===== src/rtl/alu_issue_ctrl.sv =====
`default_nettype none
// ============================================================================
// Module      : alu_issue_ctrl
// Description : Operand-fetch / issue / writeback stage wrapped around an
//               external combinational ALU. It holds a small register file and
//               accepts one command at a time over valid/ready. The two source
//               registers are latched and driven to the ALU for one cycle. The
//               ALU result, carry and zero are captured, the result is written
//               back to the destination register, and the captured values are
//               returned on a response handshake.
//
// Parameters  : WIDTH  data / ALU bus width
//               NREGS  register file depth
//               AW     register address width (2**AW == NREGS)
//
// Ports       : clk, rst_n                   clock, async active-low reset
//               cmd_valid/ready/mode/ra/rb/rd/cin   command channel
//               ld_valid/addr/data           external register load strobe
//               rsp_valid/ready/data/carry/zero     response channel
//               alu_a/b/mode/carry_in/enable_n      ALU drive
//               alu_out/carry_out/zero       ALU results
//
// Config      : ALU_CARRY_CHAIN_EN defined   -> alu_carry_in is the carry_out
//               of the previous operation (cmd_cin is ignored)
//               ALU_CARRY_CHAIN_EN undefined -> alu_carry_in is cmd_cin
//
// Revision    : 1.0 - initial release
// ============================================================================
module alu_issue_ctrl #(
    parameter int WIDTH = 32,
    parameter int NREGS = 8,
    parameter int AW    = 3
) (
    input  logic             clk,
    input  logic             rst_n,
    input  logic             cmd_valid,
    output logic             cmd_ready,
    input  logic [2:0]       cmd_mode,
    input  logic [AW-1:0]    cmd_ra,
    input  logic [AW-1:0]    cmd_rb,
    input  logic [AW-1:0]    cmd_rd,
    input  logic             cmd_cin,
    input  logic             ld_valid,
    input  logic [AW-1:0]    ld_addr,
    input  logic [WIDTH-1:0] ld_data,
    output logic             rsp_valid,
    input  logic             rsp_ready,
    output logic [WIDTH-1:0] rsp_data,
    output logic             rsp_carry,
    output logic             rsp_zero,
    output logic [WIDTH-1:0] alu_a,
    output logic [WIDTH-1:0] alu_b,
    output logic [2:0]       alu_mode,
    output logic             alu_carry_in,
    output logic             alu_enable_n,
    input  logic [WIDTH-1:0] alu_out,
    input  logic             alu_carry_out,
    input  logic             alu_zero
);

    typedef enum logic [1:0] {
        S_IDLE = 2'd0,
        S_EXEC = 2'd1,
        S_RESP = 2'd2
    } state_t;

    state_t            state_q, state_d;

    logic [WIDTH-1:0]  regs_q [NREGS];
    logic [WIDTH-1:0]  opa_q, opb_q;
    logic [2:0]        mode_q;
    logic [AW-1:0]     rd_q;
    logic              cin_q;
    logic [WIDTH-1:0]  res_q;
    logic              res_carry_q;
    logic              res_zero_q;
    logic              carry_flag_q;

    logic              accept;
    logic              cin_sel;

    assign accept = (state_q == S_IDLE) && cmd_valid;

`ifdef ALU_CARRY_CHAIN_EN
    // Chain mode: the carry of the previous operation feeds the next one.
    assign cin_sel = carry_flag_q;
    logic unused_cmd_cin;
    assign unused_cmd_cin = cmd_cin;
`else
    // The carry flag is still tracked so that it reflects the last operation,
    // but it never feeds the ALU in this build.
    assign cin_sel = cmd_cin;
    logic unused_carry_flag;
    assign unused_carry_flag = carry_flag_q;
`endif

    // ------------------------------------------------------------------
    // FSM: state register and next-state logic
    // ------------------------------------------------------------------
    always_ff @(posedge clk or negedge rst_n) begin
        if (!rst_n) begin
            state_q <= S_IDLE;
        end else begin
            state_q <= state_d;
        end
    end

    always_comb begin
        state_d = state_q;
        case (state_q)
            S_IDLE:  if (cmd_valid) state_d = S_EXEC;
            S_EXEC:  state_d = S_RESP;
            S_RESP:  if (rsp_ready) state_d = S_IDLE;
            default: state_d = S_IDLE;
        endcase
    end

    // ------------------------------------------------------------------
    // Operand latch, result capture and carry tracking
    // ------------------------------------------------------------------
    always_ff @(posedge clk or negedge rst_n) begin
        if (!rst_n) begin
            opa_q        <= '0;
            opb_q        <= '0;
            mode_q       <= '0;
            rd_q         <= '0;
            cin_q        <= 1'b0;
            res_q        <= '0;
            res_carry_q  <= 1'b0;
            res_zero_q   <= 1'b0;
            carry_flag_q <= 1'b0;
        end else begin
            if (accept) begin
                // Register reads see the contents before this edge, so a load
                // landing on the same edge is not forwarded.
                opa_q  <= regs_q[cmd_ra];
                opb_q  <= regs_q[cmd_rb];
                mode_q <= cmd_mode;
                rd_q   <= cmd_rd;
                cin_q  <= cin_sel;
            end
            if (state_q == S_EXEC) begin
                res_q        <= alu_out;
                res_carry_q  <= alu_carry_out;
                res_zero_q   <= alu_zero;
                carry_flag_q <= alu_carry_out;
            end
        end
    end

    // ------------------------------------------------------------------
    // Register file: external loads in any state; the ALU writeback is
    // assigned last so it wins over a load to the same register.
    // ------------------------------------------------------------------
    always_ff @(posedge clk or negedge rst_n) begin
        if (!rst_n) begin
            for (int i = 0; i < NREGS; i++) begin
                regs_q[i] <= '0;
            end
        end else begin
            if (ld_valid) begin
                regs_q[ld_addr] <= ld_data;
            end
            if (state_q == S_EXEC) begin
                regs_q[rd_q] <= alu_out;
            end
        end
    end

    // ------------------------------------------------------------------
    // Outputs: the ALU is driven only from the latched operands, so the
    // operand ports hold their last values outside EXEC.
    // ------------------------------------------------------------------
    assign cmd_ready    = (state_q == S_IDLE);
    assign rsp_valid    = (state_q == S_RESP);
    assign rsp_data     = res_q;
    assign rsp_carry    = res_carry_q;
    assign rsp_zero     = res_zero_q;
    assign alu_a        = opa_q;
    assign alu_b        = opb_q;
    assign alu_mode     = mode_q;
    assign alu_carry_in = cin_q;
    assign alu_enable_n = (state_q != S_EXEC);

endmodule
`default_nettype wire


===== config.mk =====
export PLATFORM = sky130hd
export DESIGN_NAME = alu_issue_ctrl
export DESIGN_NICKNAME = d
export VERILOG_FILES = /design/src/rtl/alu_issue_ctrl.sv
export SDC_FILE = /design/constraint.sdc
export NUM_CORES = 1
export LEC_CHECK = 0
export BUFFER_PORTS_ARGS = -buffer_cell sky130_fd_sc_hd__buf_2
export CAP_MARGIN = 20
export CORE_UTILIZATION = 25
export CTS_BUF_LIST = sky130_fd_sc_hd__clkbuf_4
export DETAILED_ROUTE_END_ITERATION = 12
export GPL_TIMING_DRIVEN = 0
export PLACE_DENSITY = 0.43
export SLEW_MARGIN = 20
export SYNTH_ARGS = -nofsm -noshare
export SYNTH_HDL_FRONTEND = slang
export SYNTH_SLANG_ARGS = --single-unit

===== constraint.sdc =====
create_clock -name clk -period 2.51 [get_ports clk]
set_clock_uncertainty 0.05 [all_clocks]
set_input_delay 0.251 -clock clk [delete_from_list [all_inputs] [get_ports clk]]
set_output_delay 0.251 -clock clk [all_outputs]
set_load 0.01 [all_outputs]

Word-level counts from Yosys, hierarchy flattened
Index checks and enable logic that the tools add are counted.
Widths: inputs -> output; s select.

word-level totals
  bits in registers = 363
  output and inout port bits = 105
  word-level logic and storage cells = 54

cells by class
  reduce and logical (&&, ||, !) cells = 5
  bitwise logic cells = 4
  equality and inequality tests = 5
  magnitude comparators = 6
  mux-type cells = 17

operators by type and width
  kind                number
  $bwmux 256          2
  $mux 256            2
  $bmux 32 s3         2
  $demux 32 s3        2
  $mux 32             6
  $ge 4x4->1 const B  4
  $not 3->4           4
  $lt 4x1->1 const B  2
  $pmux 2 s3          1
  $mux 2              2
  $ne 2x1->1 const B  2
  $logic_and 1x1->1   3
  $eq 2x1->1 const B  1
  $eq 2x2->1 const B  1
  $logic_not 2->1     1
  $ne 2x2->1 const B  1
  $reduce_and 2->1    1

Longest topological paths before layout
Gate-level depths: netlist (run 1).

  depth after elaboration = 9
  gate-level depth with buffers = 6

Worst setup path before layout (run 1)
No wires, ideal clock.

  path kind = input port to flip-flop
  start = input port ld_addr[1]
  end = register regs_q[194] in the netlist's numbering
  path slack = 761 ps
  path buffers = 3
  data required time = 2335 ps
  arrival time = 1574 ps
  stages = 6
  path through = buf_4 -> nor4bb_1 -> clkbuf_2 -> buf_6 -> mux2_2 -> mux2_2

on the way
  longest elaborated chain between the ends = 9

ends and longest elaborated chain
  what                                                                   RTL line  source
  from (decl)                                                            44        input logic [AW-1:0] ld_addr,
  $not 3->4 (not written as such) *                                      162       regs_q[ld_addr] <= ld_data;
  $ge 4x4->1 (not written as such) / $lt 4x1->1 (equally long branches)  162
  $logic_and 1x1->1 (not written as such)                                162
  $mux 32 (not written as such)                                          162
  $demux 32 s3 *                                                         162
  $bwmux 256 *                                                           162
  $mux 256 *                                                             161       if (ld_valid) begin
  $bwmux 256                                                             165       regs_q[rd_q] <= alu_out;
  $mux 256 *                                                             164       if (state_q == S_EXEC) begin
  to (signal, indexed assignment)                                        162
  to (signal, indexed assignment)                                        165
  to (decl)                                                              69        logic [WIDTH-1:0] regs_q [NREGS];

Mark *: on every way between the ends. The rest lies on a longest branch, timed or not.
A chain may end at the register's enable or synchronous reset.

Final worst setup path (run 1)
  start = register rd_q[0]
  end = register regs_q[184] in the netlist's numbering

on the way
  longest elaborated chain between the ends = 7

ends and longest elaborated chain
  what                                                                   RTL line  source
  from (decl)                                                            72        logic [AW-1:0] rd_q;
  from (signal assigned)                                                 139       rd_q <= cmd_rd;
  $not 3->4 (not written as such) *                                      165
  $ge 4x4->1 (not written as such) / $lt 4x1->1 (equally long branches)  165
  $logic_and 1x1->1 (not written as such)                                165
  $mux 32 (not written as such)                                          165
  $demux 32 s3 *                                                         165
  $bwmux 256 *                                                           165
  $mux 256 *                                                             164

Marked as above.

==> reports/results.tsv, run 1 <==
metric	value	unit
status	finished clean	
ys_types	30	
drt_iter0_drc	867	
grt_max_degree	93	
reg2reg_slack	0.07	ns
syn_nets	1750	
syn-cell-area	0.02116	mm^2
crit_type	flip-flop to flip-flop	
p_per_area	1116	mW/mm^2
core	0.08369	mm^2
cpMaxStageDelayCell	dlygate4sd3_1	
ctsLongestPathBuffers	3	
rsz0062_at_grt	yes	
p_leak	0.01166	uW
timing.final.crit_share	0.9731	
grt_use_met1	0.2696	
wl_per_cell	26.61	um
timing.final.crit_period	2.442	ns
drt_first_pass_iters	5	
ir_drop	0.4142	mV
path_depth	5	
root_buffer	clkbuf_4	
utilization	0.3101	
fin_area	0.02595	mm^2
clkTransAtPathRegs	0.07	ns
synth_edf_count	0	
vias_per_cell	4.885	
synth_top_area_share	0.4294	
post_cts_buffers	0	
rows	106	
worstPathRequired	3.28	ns
critPathMaxFanout	10	
die_height	292.9	um
drc	0	
rr_startpoint	rd_q[0]	
die_area	0.08579	mm^2
syn_inst	1663	
yosysTopAreaCell	dfrtp_1	
syn2layout_area_growth	22.66	%
path_buf_inv	2	
placed_cell_area	0.02364	mm^2
nFillCells	8566	
met2_usage	0.3171	
use_met3	0.03903	
layout.nets	2143	
synth_top_flop_cell	dfrtp_1	
ys_ff_latch	363	
ant_nets	0	
hold_viol	0	
hold_class	input port to flip-flop	
grt_pass1_vias	16900	
synthTopCellsByArea	dfrtp_1 (43%), mux2_2 (27%), mux2_4 (8.5%)	
endpoint_kind	flip-flop	
r2r-end	regs_q[184]	
cts.sinks	363	
busiest_layer	met2	
wl	86710	um
critPathLaunch	rd_q[0]	
die_w	292.9	um
io_buffer_count	185	
cts_tree	yes	
clock_insertion_delay_worst_skew	0.89	ns
place_hpwl	56800	um
synthArstFlopShare	1.000	
worstPathArrival	3.21	ns
critPathTopFamily	buffers and inverters	
gp_congestion	0.8057	
crit_end	regs_q[184]	
fmax	409.4	MHz
finalSetupViolations	0	
groute.usage.overall	0.2009	
overflow	0	
cts_buffers	111	
grt_first_pass_wirelength	122900	um
drv_slew	0	
initial_core_util	0.2528	
io_pins	192	
antenna_found_initial	6	
ys_seq_area_frac	0.4294	
max_stage_delay	0.56	ns
fin_total_pwr	28960	uW
avgSynthCellArea	12.72	um^2
max-cap-violations	0	
num_vias	15920	
path_cells	nor3b_2, nand2_1, clkbuf_4, mux2_4, dlygate4sd3_1	
max_slew_margin	0.2173	
worst_pin_slew	1.174	ns
worstRegToRegCells	5	
htreeDepth	3	
critPathLaunchType	flip-flop	
drive_above_1_share	0.5137	
yosysWarningCount	0	
==> worst register-to-register path, cell delays in order, from the launching register on <==
cell and delay, ns:
dfrtp_1 0.46, nor3b_2 0.33, nand2_1 0.31, clkbuf_4 0.37, mux2_4 0.34, dlygate4sd3_1 0.56
==> cells in the mapped netlist, drive strengths merged (3+ instances only) <==
cell / number
nor2b: 5
o22ai: 64
clkbuf: 40
nor2: 4
mux2: 647
a22o: 64
nand3: 4
nand2b: 3
mux2i: 128
buf: 91
dfrtp: 363
nand2: 171
nand4b: 3
o31ai: 64
==> worst min path at each step <==
stage	startpoint	endpoint	slack [ns]	depth (start not counted)
final	rsp_ready	state_q[1]	0.10	3
after global routing	rsp_ready	state_q[1]	0.06	3
after CTS	rsp_ready	state_q[1]	0.01	3
after detailed placement	rst_n	rsp_data[5]	0.21	1
after global placement	rsp_data[30]	rsp_data[30]	0.41	2
after floorplan	rst_n	alu_a[0]	-0.09	0
==> state kept, by name (all words and copies together), names as in the netlist <==
register      count
rd_q              3
alu_a            32
rsp_data         32
alu_mode          3
alu_b            32
alu_carry_in      1
regs_q          256
state_q           2
rsp_zero          1
rsp_carry         1
==> where the power goes <==
| part | switching, uW | internal (uW) | total (uW) |
|---|---|---|---|
| logic | 5180 | 6750 | 11900 |
| registers | 2220 | 8860 | 11100 |
| clock network | 2810 | 3150 | 5960 |
==> per-layer routing <==
metal / wire, um / vias to the layer above
met1: 39540 / 8218
met2: 39260 / 505
met4: 2934 / 2
met5: 15 / -
li1: - / 7040
met3: 4959 / 154
==> layout by cell type (no fill, tap or decap), drive strengths merged, types with 5 or more instances in the layout <==
cell type,Yosys,routed
a22o,64,64
buf,91,280
clkbuf,40,207
clkinv,1,11
dfrtp,363,363
dlygate4sd3,0,90
mux2,647,647
mux2i,128,128
nand2,171,171
nor2b,5,5
o22ai,64,64
o31ai,64,64
==> stage by stage <==
stage / TNS (ns) / std cells / worst slack (ns) / hold WS (ns)
finish: 0 / 3259 / 0.06761 / 0.1029
global route: -0.1017 / 3258 / -0.06416 / 0.05693
CTS: 0 / 3256 / 0.008920 / 0.01203
detailed placement: -2.813 / 2987 / -0.2569 / 0.2066
floorplan: 0 / 1663 / 0.7615 / -0.09459
global placement: -2475.21 / 2982 / -6.892 / 0.4062
==> kinds of logic (layout without fill, tap and decap cells) <==
logic type	after synthesis	count (layout)	share of synthesized area
AOI/OAI and AO/OA	193	193	0.06837
buffers and inverters	134	593	0.03359
DFF	363	363	0.4294
muxes	775	775	0.4262
other	0	3	0
and+or+nand+nor	198	198	0.04241
==> what timing repair did <==
item / in CTS / in global routing
resized for setup: 5 / 2
cloned: 0 / 0
hold buffers: 91 / 0
endpoints found under the hold margin: 487 / 0
endpoints found under the setup margin: 12 / 3
==> final cells by class <==
class                   instances  area, um^2  area share
diodes                          3       7.507   0.0002893
inverters                       3       23.77   0.0009161
multi-input cells            1166       11360      0.4379
well taps                    1134        1419     0.05468
plain buffers                 130       706.9     0.02724
clock buffers                 166        1246     0.04802
repair buffers                281        1989     0.07666
flip-flops and latches        363        9084      0.3500
clock inverters                13       110.1    0.004243
Note: power is estimated with default switching activity, not from simulation.
==> run 2, diff against run 1 <==
--- a/config.mk
+++ b/config.mk
@@ -12,6 +12,7 @@
 export DETAILED_ROUTE_END_ITERATION = 12
 export GPL_TIMING_DRIVEN = 0
 export PLACE_DENSITY = 0.43
+export REMOVE_ABC_BUFFERS = 1
 export SLEW_MARGIN = 20
 export SYNTH_ARGS = -nofsm -noshare
 export SYNTH_HDL_FRONTEND = slang
==> reports/results.tsv, run 2 (synthesis gave the netlist of run 1 again) <==
metric	value	unit	change
status	finished clean		
syn2layout_area_growth	25.69	%	
root_buffer	clkbuf_4		
initial_core_util	0.2528		unchanged
timing.final.crit_share	0.9653		-0.007796
largest_reg_flops	256		unchanged
die_height	292.9	um	unchanged
worst_pin_slew	0.8001	ns	-0.3740 ns
die_area	0.08579	mm^2	unchanged
max_slew_margin	0.4666		+0.2493
min_path_cells	3		unchanged
htreeDepth	3		unchanged
combPwrFrac	0.412		about the same
clkTransAtPathRegs	0.07	ns	about the same
num_vias	15130		-5.0%
finalSetupViolations	0		unchanged
vias_per_cell	4.721		-3.4%
critPathLaunchType	input port		
p_leak	0.01191	uW	+2.2%
fmax	412.7	MHz	+0.81%
path_buf_inv	5		+3
p_int	19080	uW	+1.7%
timing.final.crit_period	2.423	ns	-0.01957 ns
utilization	0.3177		+0.007640
grt_max_degree	91		-2.2%
reg2reg_slack	0.17	ns	+0.10 ns
cts_tree	yes		
worstPathRequired	3.17	ns	-0.11 ns
critPathTopFamily	buffers and inverters		
r2r-end	regs_q[113]		
largest-register	regs_q		
seqPwrFrac	0.379		-0.003
worstPathArrival	3.09	ns	-0.12 ns
min_to	rd_q[2]		
max_stage_delay	0.58	ns	+0.02 ns
max-cap-violations	0		unchanged
rr_startpoint	state_q[1]		
worstHoldStart	cmd_rd[2]		
final_common_cell	mux2_2		
core	0.08369	mm^2	unchanged
worstRegToRegCells	5		unchanged
die_w	292.9	um	unchanged
endpoint_kind	flip-flop		
drt_first_pass_iters	5		unchanged
hold_viol	0		unchanged
hold_class	input port to flip-flop		
grt_first_pass_wirelength	111700	um	-9.1%
overflow	0		unchanged
mostFrequentLayoutCells	mux2_2 (509), dfrtp_1 (362), buf_2 (187), nand2_1 (166), clkbuf_4 (157)		
antenna_found_initial	9		+3
path_cells	dlygate4sd3_1, buf_12, buf_16, buf_16, mux2_2, o22ai_1, o31ai_1, dlygate4sd3_1		
ir_drop	0.5019	mV	+21%
p_per_area	1087	mW/mm^2	-2.6%
layout.nets	2076		-3.1%
fin_total_pwr	28900	uW	-0.22%
path_depth	8		+3
switching_power	9820	uW	-3.8%
ctsLongestPathBuffers	3		unchanged
drv_slew	0		unchanged
clockPowerShare	0.209		+0.003
nFillCells	8422		-1.7%
critPathMaxFanout	48		+38
io_buffer_count	191		+3.2%
whs	0.1165	ns	+0.01360 ns
grt_pass1_vias	16250		-3.9%
ant_nets	0		unchanged
rsz0062_at_grt	no		
swShare	0.3398		-0.01251
drt_iter0_drc	637		-27%
gp_congestion	0.6908		-14%
drc	0		unchanged
wl	75850	um	-13%
clock_insertion_delay_worst_skew	0.87	ns	-0.02 ns
place_hpwl	47040	um	-17%
cpMaxStageDelayCell	dlygate4sd3_1		
cts.sinks	363		unchanged
drive_above_1_share	0.5181		+0.004476
crit_type	input port to flip-flop		
wl_per_cell	23.67	um	-11%
io_pins	192		unchanged
rows	106		unchanged
cts_buffers	110		-0.90%
groute.usage.overall	0.1775		-0.02333
[run 2: cell types whose count changed in the layout (fill, tap and decap cells not counted), sizes merged, moves of 2 or more]
cell,before,now
clkbuf,207,157
dlygate4sd3,90,95
clkinv,11,28
bufinv,2,4
buf,280,250
[run 2: cell type report]
cell class,instances,area (um^2),share of cell area
flip-flops and latches,363,9085,0.3417
repair buffers,345,3084,0.1160
diodes,4,10.01,0.0003765
multi-input cells,1166,11540,0.4341
inverters,3,37.54,0.001412
clock buffers,157,1179,0.04433
well taps,1134,1419,0.05336
clock inverters,33,234.0,0.008800
[run 2: power groups by stage]
stage	Combinational [uW]	Clock, uW	Sequential, uW
6_report	11900	6040	11000
5_1_grt	13000	6650	11400
4_1_cts	12000	6360	10900
3_5_place_dp	11700	0	11000
3_3_place_gp	11300	0	10800
2_1_floorplan	7910	0	10800
[run 2: stage by stage]
step / cells / setup TNS [ns] / cell area [um^2] / setup slack (ns)
detailed placement: 2908 / -6.054 / 24090 / -0.2677
global route: 3204 / 0 / 26590 / 0.03929
finish: 3205 / 0 / 26590 / 0.08718
global placement: 2857 / -3957.96 / 22830 / -7.969
CTS: 3200 / 0 / 26550 / 0.01293
floorplan: 1532 / -201.52 / 20460 / -1.789
[run 2: worst min-delay path, stage by stage]
cell	delay [ns]
dlygate4sd3_1	0.52
buf_2	0.09
mux2_2	0.12
[run 2: what timing repair did]
action                                  in CTS  in global routing
hold buffers                                96                  0
setup buffers                                7                  0
hold endpoints to repair                   532                  0
endpoints found under the setup margin      47                  1
resized for setup                            6                  1
[run 2: worst max path at each step]
stage / from / end / slack (ns)
floorplan: ld_addr[1] / regs_q[192] / -1.79
global placement: ld_addr[0] / regs_q[222] / -7.97
detailed placement: state_q[1] / regs_q[20] / -0.27
CTS: state_q[1] / alu_enable_n / 0.01
global route: state_q[1] / alu_enable_n / 0.04
finish: cmd_ra[0] / alu_a[6] / 0.09
[run 2: layer usage]
layer	vias up	part of all wire	GRT usage
met5	-	0.00071	0
met4	10	0.027	0.06449
met3	152	0.056	0.03994
li1	6895	-	-
met1	7718	0.47	0.2447
met2	355	0.44	0.2703
